[config.mk]
export PLATFORM = sky130hd
export DESIGN_NAME = sys_array_sequencer
export DESIGN_NICKNAME = d
export VERILOG_FILES = /design/src/rtl/sys_array_sequencer.sv
export SDC_FILE = /design/constraint.sdc
export NUM_CORES = 1
export LEC_CHECK = 0
export CORE_UTILIZATION = 45
export CTS_CLUSTER_SIZE = 40
export DETAILED_ROUTE_END_ITERATION = 12
export GPL_TIMING_DRIVEN = 0
export PLACE_DENSITY = 0.89
export SYNTH_ARGS = -nofsm -noshare
export SYNTH_HDL_FRONTEND = slang
export SYNTH_SLANG_ARGS = --single-unit
[constraint.sdc]
create_clock -name clk -period 2.5 [get_ports clk]
set_clock_uncertainty 0.15 [all_clocks]
set_input_delay 0.375 -clock clk [delete_from_list [all_inputs] [get_ports clk]]
set_output_delay 0.375 -clock clk [all_outputs]
set_load 0.01 [all_outputs]
[src/rtl/sys_array_sequencer.sv]
// Systolic-array job sequencer: loads weights, streams data-matrix rows
// into the array with per-lane skew, and tracks result rows to completion.
module sys_array_sequencer #(
   parameter int DATA_WIDTH = 16,
   parameter int ARRAY_A_W  = 5,
   parameter int ARRAY_A_L  = 3,
   parameter int OUT_LAT    = 4,
   localparam int RW = (ARRAY_A_W > 1) ? $clog2(ARRAY_A_W) : 1
) (
   input  logic                            clk,
   input  logic                            reset,
   input  logic                            start,
   output logic                            busy,
   output logic                            done,
   output logic                            weights_load,
   output logic                            a_rd_en,
   output logic [RW-1:0]                   a_rd_row,
   input  logic [ARRAY_A_L*DATA_WIDTH-1:0] a_rd_data,
   output logic [ARRAY_A_L*DATA_WIDTH-1:0] feed_data,
   output logic [ARRAY_A_L-1:0]            feed_valid,
   output logic                            result_valid,
   output logic [RW-1:0]                   result_row
);

   // Row tracker depth: lane skew plus array output latency.
   localparam int P = ARRAY_A_L + OUT_LAT;
   localparam logic [RW-1:0] LAST_ROW = RW'(ARRAY_A_W - 1);

   typedef enum logic [2:0] {
      S_IDLE,
      S_LOAD,
      S_GAP,
      S_FEED,
      S_DRAIN,
      S_DONE
   } state_t;

   state_t r_state;
   state_t w_next;

   logic          r_busy;
   logic          r_done;
   logic          r_wl;
   logic          r_rd_en;
   logic [RW-1:0] r_rd_row;

   // Stage s holds the valid flag / row tag of the row whose
   // lane-0 element was fed s cycles ago.
   logic [P-1:0]  r_pv;
   logic [RW-1:0] r_prow [P];

   // State register.
   always_ff @(posedge clk) begin
      if (reset) begin
         r_state <= S_IDLE;
      end else begin
         r_state <= w_next;
      end
   end

   // Next-state logic; the job ends one cycle after the last result row.
   always_comb begin
      w_next = r_state;
      unique case (r_state)
         S_IDLE:  if (start) w_next = S_LOAD;
         S_LOAD:  w_next = S_GAP;
         S_GAP:   w_next = S_FEED;
         S_FEED:  if (r_rd_row == LAST_ROW) w_next = S_DRAIN;
         S_DRAIN: if (r_pv[P-1] && (r_prow[P-1] == LAST_ROW)) w_next = S_DONE;
         S_DONE:  w_next = S_IDLE;
         default: w_next = S_IDLE;
      endcase
   end

   // Control outputs registered from the next state so they align with it.
   always_ff @(posedge clk) begin
      if (reset) begin
         r_busy   <= 1'b0;
         r_done   <= 1'b0;
         r_wl     <= 1'b0;
         r_rd_en  <= 1'b0;
         r_rd_row <= '0;
      end else begin
         r_busy  <= (w_next != S_IDLE);
         r_done  <= (w_next == S_DONE);
         r_wl    <= (w_next == S_LOAD);
         r_rd_en <= (w_next == S_FEED);
         if ((w_next == S_FEED) && (r_state == S_FEED)) begin
            r_rd_row <= r_rd_row + RW'(1);
         end else begin
            r_rd_row <= '0;
         end
      end
   end

   // Row tracker: read strobe delayed by one for the data return, then
   // shifted along the lane skew and output latency.
   always_ff @(posedge clk) begin
      if (reset) begin
         r_pv <= '0;
         for (int s = 0; s < P; s++) begin
            r_prow[s] <= '0;
         end
      end else begin
         r_pv[0]   <= r_rd_en;
         r_prow[0] <= r_rd_row;
         for (int s = 1; s < P; s++) begin
            r_pv[s]   <= r_pv[s-1];
            r_prow[s] <= r_prow[s-1];
         end
      end
   end

   // Lane k gets a k-deep delay line; lane 0 passes the returned row
   // straight through in the cycle it arrives.
   for (genvar k = 0; k < ARRAY_A_L; k++) begin : g_lane
      logic [DATA_WIDTH-1:0] w_in;
      logic [DATA_WIDTH-1:0] w_lane;

      assign w_in = a_rd_data[k*DATA_WIDTH +: DATA_WIDTH];

      if (k == 0) begin : g_pass
         assign w_lane = w_in;
      end else begin : g_skew
         logic [DATA_WIDTH-1:0] r_sk [k];

         // Skew shift register for this lane.
         always_ff @(posedge clk) begin
            if (reset) begin
               for (int j = 0; j < k; j++) begin
                  r_sk[j] <= '0;
               end
            end else begin
               r_sk[0] <= w_in;
               for (int j = 1; j < k; j++) begin
                  r_sk[j] <= r_sk[j-1];
               end
            end
         end

         assign w_lane = r_sk[k-1];
      end

      assign feed_data[k*DATA_WIDTH +: DATA_WIDTH] =
         r_pv[k] ? w_lane : '0;
   end

   assign busy         = r_busy;
   assign done         = r_done;
   assign weights_load = r_wl;
   assign a_rd_en      = r_rd_en;
   assign a_rd_row     = r_rd_row;
   assign feed_valid   = r_pv[ARRAY_A_L-1:0];
   assign result_valid = r_pv[P-1];
   assign result_row   = r_prow[P-1];

endmodule
# Word level (Yosys, flattened, before mapping)
# Memories as Yosys holds them, arrays and structs flattened.
# Cells that the tools add are included.
word_totals:
  elab_cells: 57
  latchBits: 0
  out_inout_bits: 62
  mem_count: 3
  in_bits: 51
  rom_bits: 0
  register_bits: 17
  mem_bits_rw: 69
mem_list:
  columns: ["name", "words", "width", "rd", "rd_ports_with_merged_regs", "write_ports", "line", "source"]
  rows:
  - ["g_lane[2].g_skew.r_sk", 2, 16, 2, 0, 2, "125", "logic [DATA_WIDTH-1:0] r_sk [k];"]
  - ["r_prow", 7, 3, 7, 0, 7, "50", "logic [RW-1:0] r_prow [P];"]
  - ["g_lane[1].g_skew.r_sk", 1, 16, 1, 0, 1, "125", null]
classes:
  eq_ne: 9
  add_sub_neg: 1
  n_div: 0
  n_mux: 21
  shift: 0
  reduce_logical: 6
  bitwise_logic: 10
  n_lt_le_gt_ge: 0
  n_mul: 0
ops:
  columns: ["operator", "n"]
  rows:
  - ["$mux W16", 6]
  - ["$mux W3", 10]
  - ["$reduce_or A16 Y1", 1]
  - ["$pmux W3 S5", 1]
  - ["$eq A3 B3 Y1 const B", 4]
  - ["$eq A3 B2 Y1 const B", 3]
  - ["$or A1 B1 Y1", 9]
  - ["$eq A3 B1 Y1 const B", 2]
  - ["$mux W1", 4]
  - ["$add A3 B1 Y3 const B", 1]
  - ["$logic_not A3 Y1", 1]
  - ["$reduce_bool A3 Y1", 1]
  - ["$logic_and A1 B1 Y1", 2]
  - ["$reduce_or A2 Y1", 1]
  - ["$not A1 Y1", 1]

# Logic depth before layout (Yosys ltp)
logic_depth:
  word_depth: 8
  depth_mapped: 5
  ltp_nobuf: 5

# Worst setup path before layout
# OpenSTA, ideal clock, no wires.
synth_path:
  path_type: "reg2reg"
  from: "register r_rd_row[0], in the netlist a_rd_row[0]"
  to: "register r_state[2]"
  path_buffers: 0
  synth_period_minus_slack_ns: 1.350
  path_slack_ns: 1.150
  setup_time_ns: 0.066
  t_required_ns: 2.284
  t_arrival_ns: 1.134
  path_stages_with_launch: 6
  cell_sequence: "dfxtp_1 > inv_1 > ha_1 > nand2_2 > or3_1 > a21oi_2"
synth_via:
  elab_chain_len: 3
synth_lines:
  columns: ["element", "line", "source"]
  rows:
  - ["from (decl)", "45", "logic [RW-1:0] r_rd_row;"]
  - ["from (signal assigned)", "89", "r_rd_row <= r_rd_row + RW'(1);"]
  - ["$eq A3 B3 Y1", "68", "S_FEED: if (r_rd_row == LAST_ROW) w_next = S_DRAIN;"]
  - ["$mux W3", "68", null]
  - ["$pmux W3 S5", "64", "unique case (r_state)"]
  - ["to (signal assigned)", "57", "r_state <= w_next;"]
  - ["to (decl)", "38", "state_t r_state;"]
# Every way passes these cells.
# A chain may end at the register's enable or synchronous reset.

# Worst setup path in the final report
layout_path:
  from: "register r_pv[0]"
  to: "output port feed_data[5]"
layout_via:
  elab_chain_len: 1
layout_lines:
  columns: ["element", "line", "source"]
  rows:
  - ["from (decl)", "49", "logic [P-1:0] r_pv;"]
  - ["from (signal assigned)", "105", "r_pv[0] <= r_rd_en;"]
  - ["from (signal, indexed assignment)", "108", "r_pv[s] <= r_pv[s-1];"]
  - ["$mux W16", "145", "r_pv[k] ? w_lane : '0;"]
  - ["to (decl)", "19", "output logic [ARRAY_A_L*DATA_WIDTH-1:0] feed_data,"]
# Every way passes these cells.

==> metrics <==
status complete, no violations; DRT antenna net count 0; final WL 5270 microns; Comb power frac 6.8%; number of global-route vias before repair 1880; grt total ovfl 0; setup TNS 0 ns; mux cell area share after synthesis 0%; Crit Path Class register to output pin; total setup buffers inserted after CTS 0; clock latency on the worst-skew pair 0.33 ns; RePlAce Congestion 0.740; Final Max Tran Viols 0; Vias 2007; antenna violations before repair 0; CP Data Arrival Time 1.80 ns; Hold Crit Class primary input to register; CTS Buf Count 9; die width 80.2 microns; Syn Nets 311; Leak Pwr 1.64 nW; # rows 28; Post-Synth Adder-Cell Area 0.910%; Clock Tree Root clkbuf_8; drt pass-1 iters 4; P_int 2.18 mW; crit end category output pin; Post-Synth Simple-Gate Area 31.7%; Synth top cells by count dfxtp_1, nor2b_1, and2_1; top post-synthesis cells by area dfxtp_1, nor2b_1, and2_1; die area 0.00643 sq mm; crit start category register; Distinct cells, synth 23; Clock Sinks 86; Most used DFF post-synth dfxtp_1; met1 Use GR 16.3%; area leader, netlist dfxtp_1; initial core utilization 46.5%; TritonCTS clock tree built; Synth Area in XOR/XNOR 0.318%; slew margin rel. 68.6%; Residual DRC 0; most numerous cell in the Yosys netlist dfxtp_1; Max rail drop VDD 0.000666 V; Design Power 2.72 mW; H-tree depth 3; cell area after layout 0.00420 sq mm; fin crit period 2.32 ns; GR Layer Usage met2 32.9%; share of layout cells above drive strength 1 6.75%; main combinational cell family by area after synthesis simple AND/OR/NAND/NOR gates; Req. time, crit path 1.98 ns; HPWL after DPL 4110 microns; Layout Nets 433; syn_area_per_cell 10.7 sq um; Cells after Synth 258; Clock Path Buffers 2; worst setup margin 0.179 ns; DR iter-0 viols 42; routing usage on met3 6.14%; Sequential Power Share 52.7%; global-route wire length before repair 8120 microns; Reg clk slew, reported paths 0.08 ns; mapped cell area 0.00275 sq mm; #FFs+latches synth 86; Most Used Layer, Global Route met2; die height 80.2 microns; hold slack 0.179 ns; drt wl/cell 11.5 microns; Syn-to-layout area delta 52.7%; Final Setup Violations 0; vias per cell 4.36; gr usage total 17.3%; NetSw 0.534 mW; pwr/cell area 647 mW/mm^2; FMAX 0.431 GHz; Top Ports 113; largest net degree at the start of global routing 15; Max Cap Viol 0; Synth top area share 62.6%; Final period util 92.8%; EDFF count, synth 0; RSZ-0062 raised after global routing false; Sw Ratio 19.6%; yosys warns 0; sequential area share after synthesis 62.6%; Post-synth ARST share 0%; Hold Fails Final Rpt 0; Least-Margin Pin Slew 0.471 ns; PortBufs 111; Clock power frac 40.5%; Ant. Diodes 0; Area after DPL 0.00396 sq mm; core area 0.00592 sq mm; Synth Area in Compound Gates 1.23%; worst slack, placed 0.445 ns; crit path max fanout 10
## metal layers
| layer | part of all wire, % | vias to the layer above | routed length, microns |
|---|---|---|---|
| met3 | 8.5 | 6 | 446 |
| li1 | - | 1027 | - |
| met5 | 0 | - | 0 |
| met4 | 1.3 | 0 | 68 |
| met2 | 52 | 87 | 2750 |
| met1 | 38 | 887 | 2010 |
## stage by stage
step	util, %	cells
3_3_place_gp	66.8	444
5_1_grt	70.9	460
6_report	70.9	460
4_1_cts	70.9	460
3_5_place_dp	66.8	444
2_1_floorplan	-	258
## area by class of cell
| type | count | area (sq um) |
|---|---|---|
| Clock inverter | 4 | 76.3 |
| Sequential cell | 86 | 1720 |
| Inverter | 4 | 15.0 |
| Buffer | 16 | 77.6 |
| Clock buffer | 12 | 165 |
| Multi-Input combinational cell | 152 | 940 |
| Timing Repair Buffer | 111 | 1110 |
| Fill cell | 468 | 1720 |
| Tap cell | 75 | 93.8 |
## what timing repair did
| item | 4_1_cts | 5_1_grt |
|---|---|---|
| resized for setup | 0 | 4 |
| endpoints found under the setup margin | 0 | 4 |
| hold buffers | 0 | 0 |
## worst max-delay path, cell delays in order (launching register included)
cell,delay [ns]
dfxtp_1,0.45
clkbuf_1,0.27
and2_1,0.20
clkdlybuf4s50_1,0.54
## power by group through the flow
stage / clock network, mW / logic (mW) / registers (mW)
final: 1.10 / 0.184 / 1.43
after global routing: 1.18 / 0.202 / 1.44
after CTS: 1.13 / 0.187 / 1.43
after detailed placement: 0 / 0.187 / 1.46
after global placement: 0 / 0.180 / 1.46
after floorplan: 0 / 0.0693 / 1.46
## state kept, by name, summed over array words and instances, names as in the netlist
signal              flops
g_lane.g_skew.r_sk     48
r_prow                 21
r_pv                    7
a_rd_row                3
r_state                 3
a_rd_en                 1
busy                    1
done                    1
weights_load            1
## cell families after synthesis
| kind of cell | count (synthesis) |
|---|---|
| xor+xnor | 1 |
| buf+inv | 20 |
| fa+ha+maj | 2 |
| flops | 86 |
| compound gates | 5 |
| simple gates | 144 |
## placed cells by master (no fill, tap or decap), types with 2 or more instances in the layout
cell type	n
and2_1	48
buf_2	3
nor2_1	10
clkdlybuf4s50_1	111
clkbuf_1	8
nor4_1	2
ha_1	2
clkbuf_8	12
bufinv_16	2
nand2_1	3
nor2b_1	74
a31oi_1	2
clkbuf_2	2
dfxtp_1	86
inv_1	4
buf_4	3
## worst paths after layout
| kind | startpoint | end | slack, ns | cells after the start |
|---|---|---|---|---|
| max | r_pv[0] | feed_data[5] | 0.18 | 3 |
| min | reset | r_prow[1][2] | 0.18 | 2 |
| max reg2reg | a_rd_row[0] | r_state[2] | 1.12 | 5 |
| min reg2reg | g_lane[2].g_skew.r_sk[0][2] | g_lane[2].g_skew.r_sk[0][18] | 0.29 | 1 |
Power figures use the tool's default switching activity.
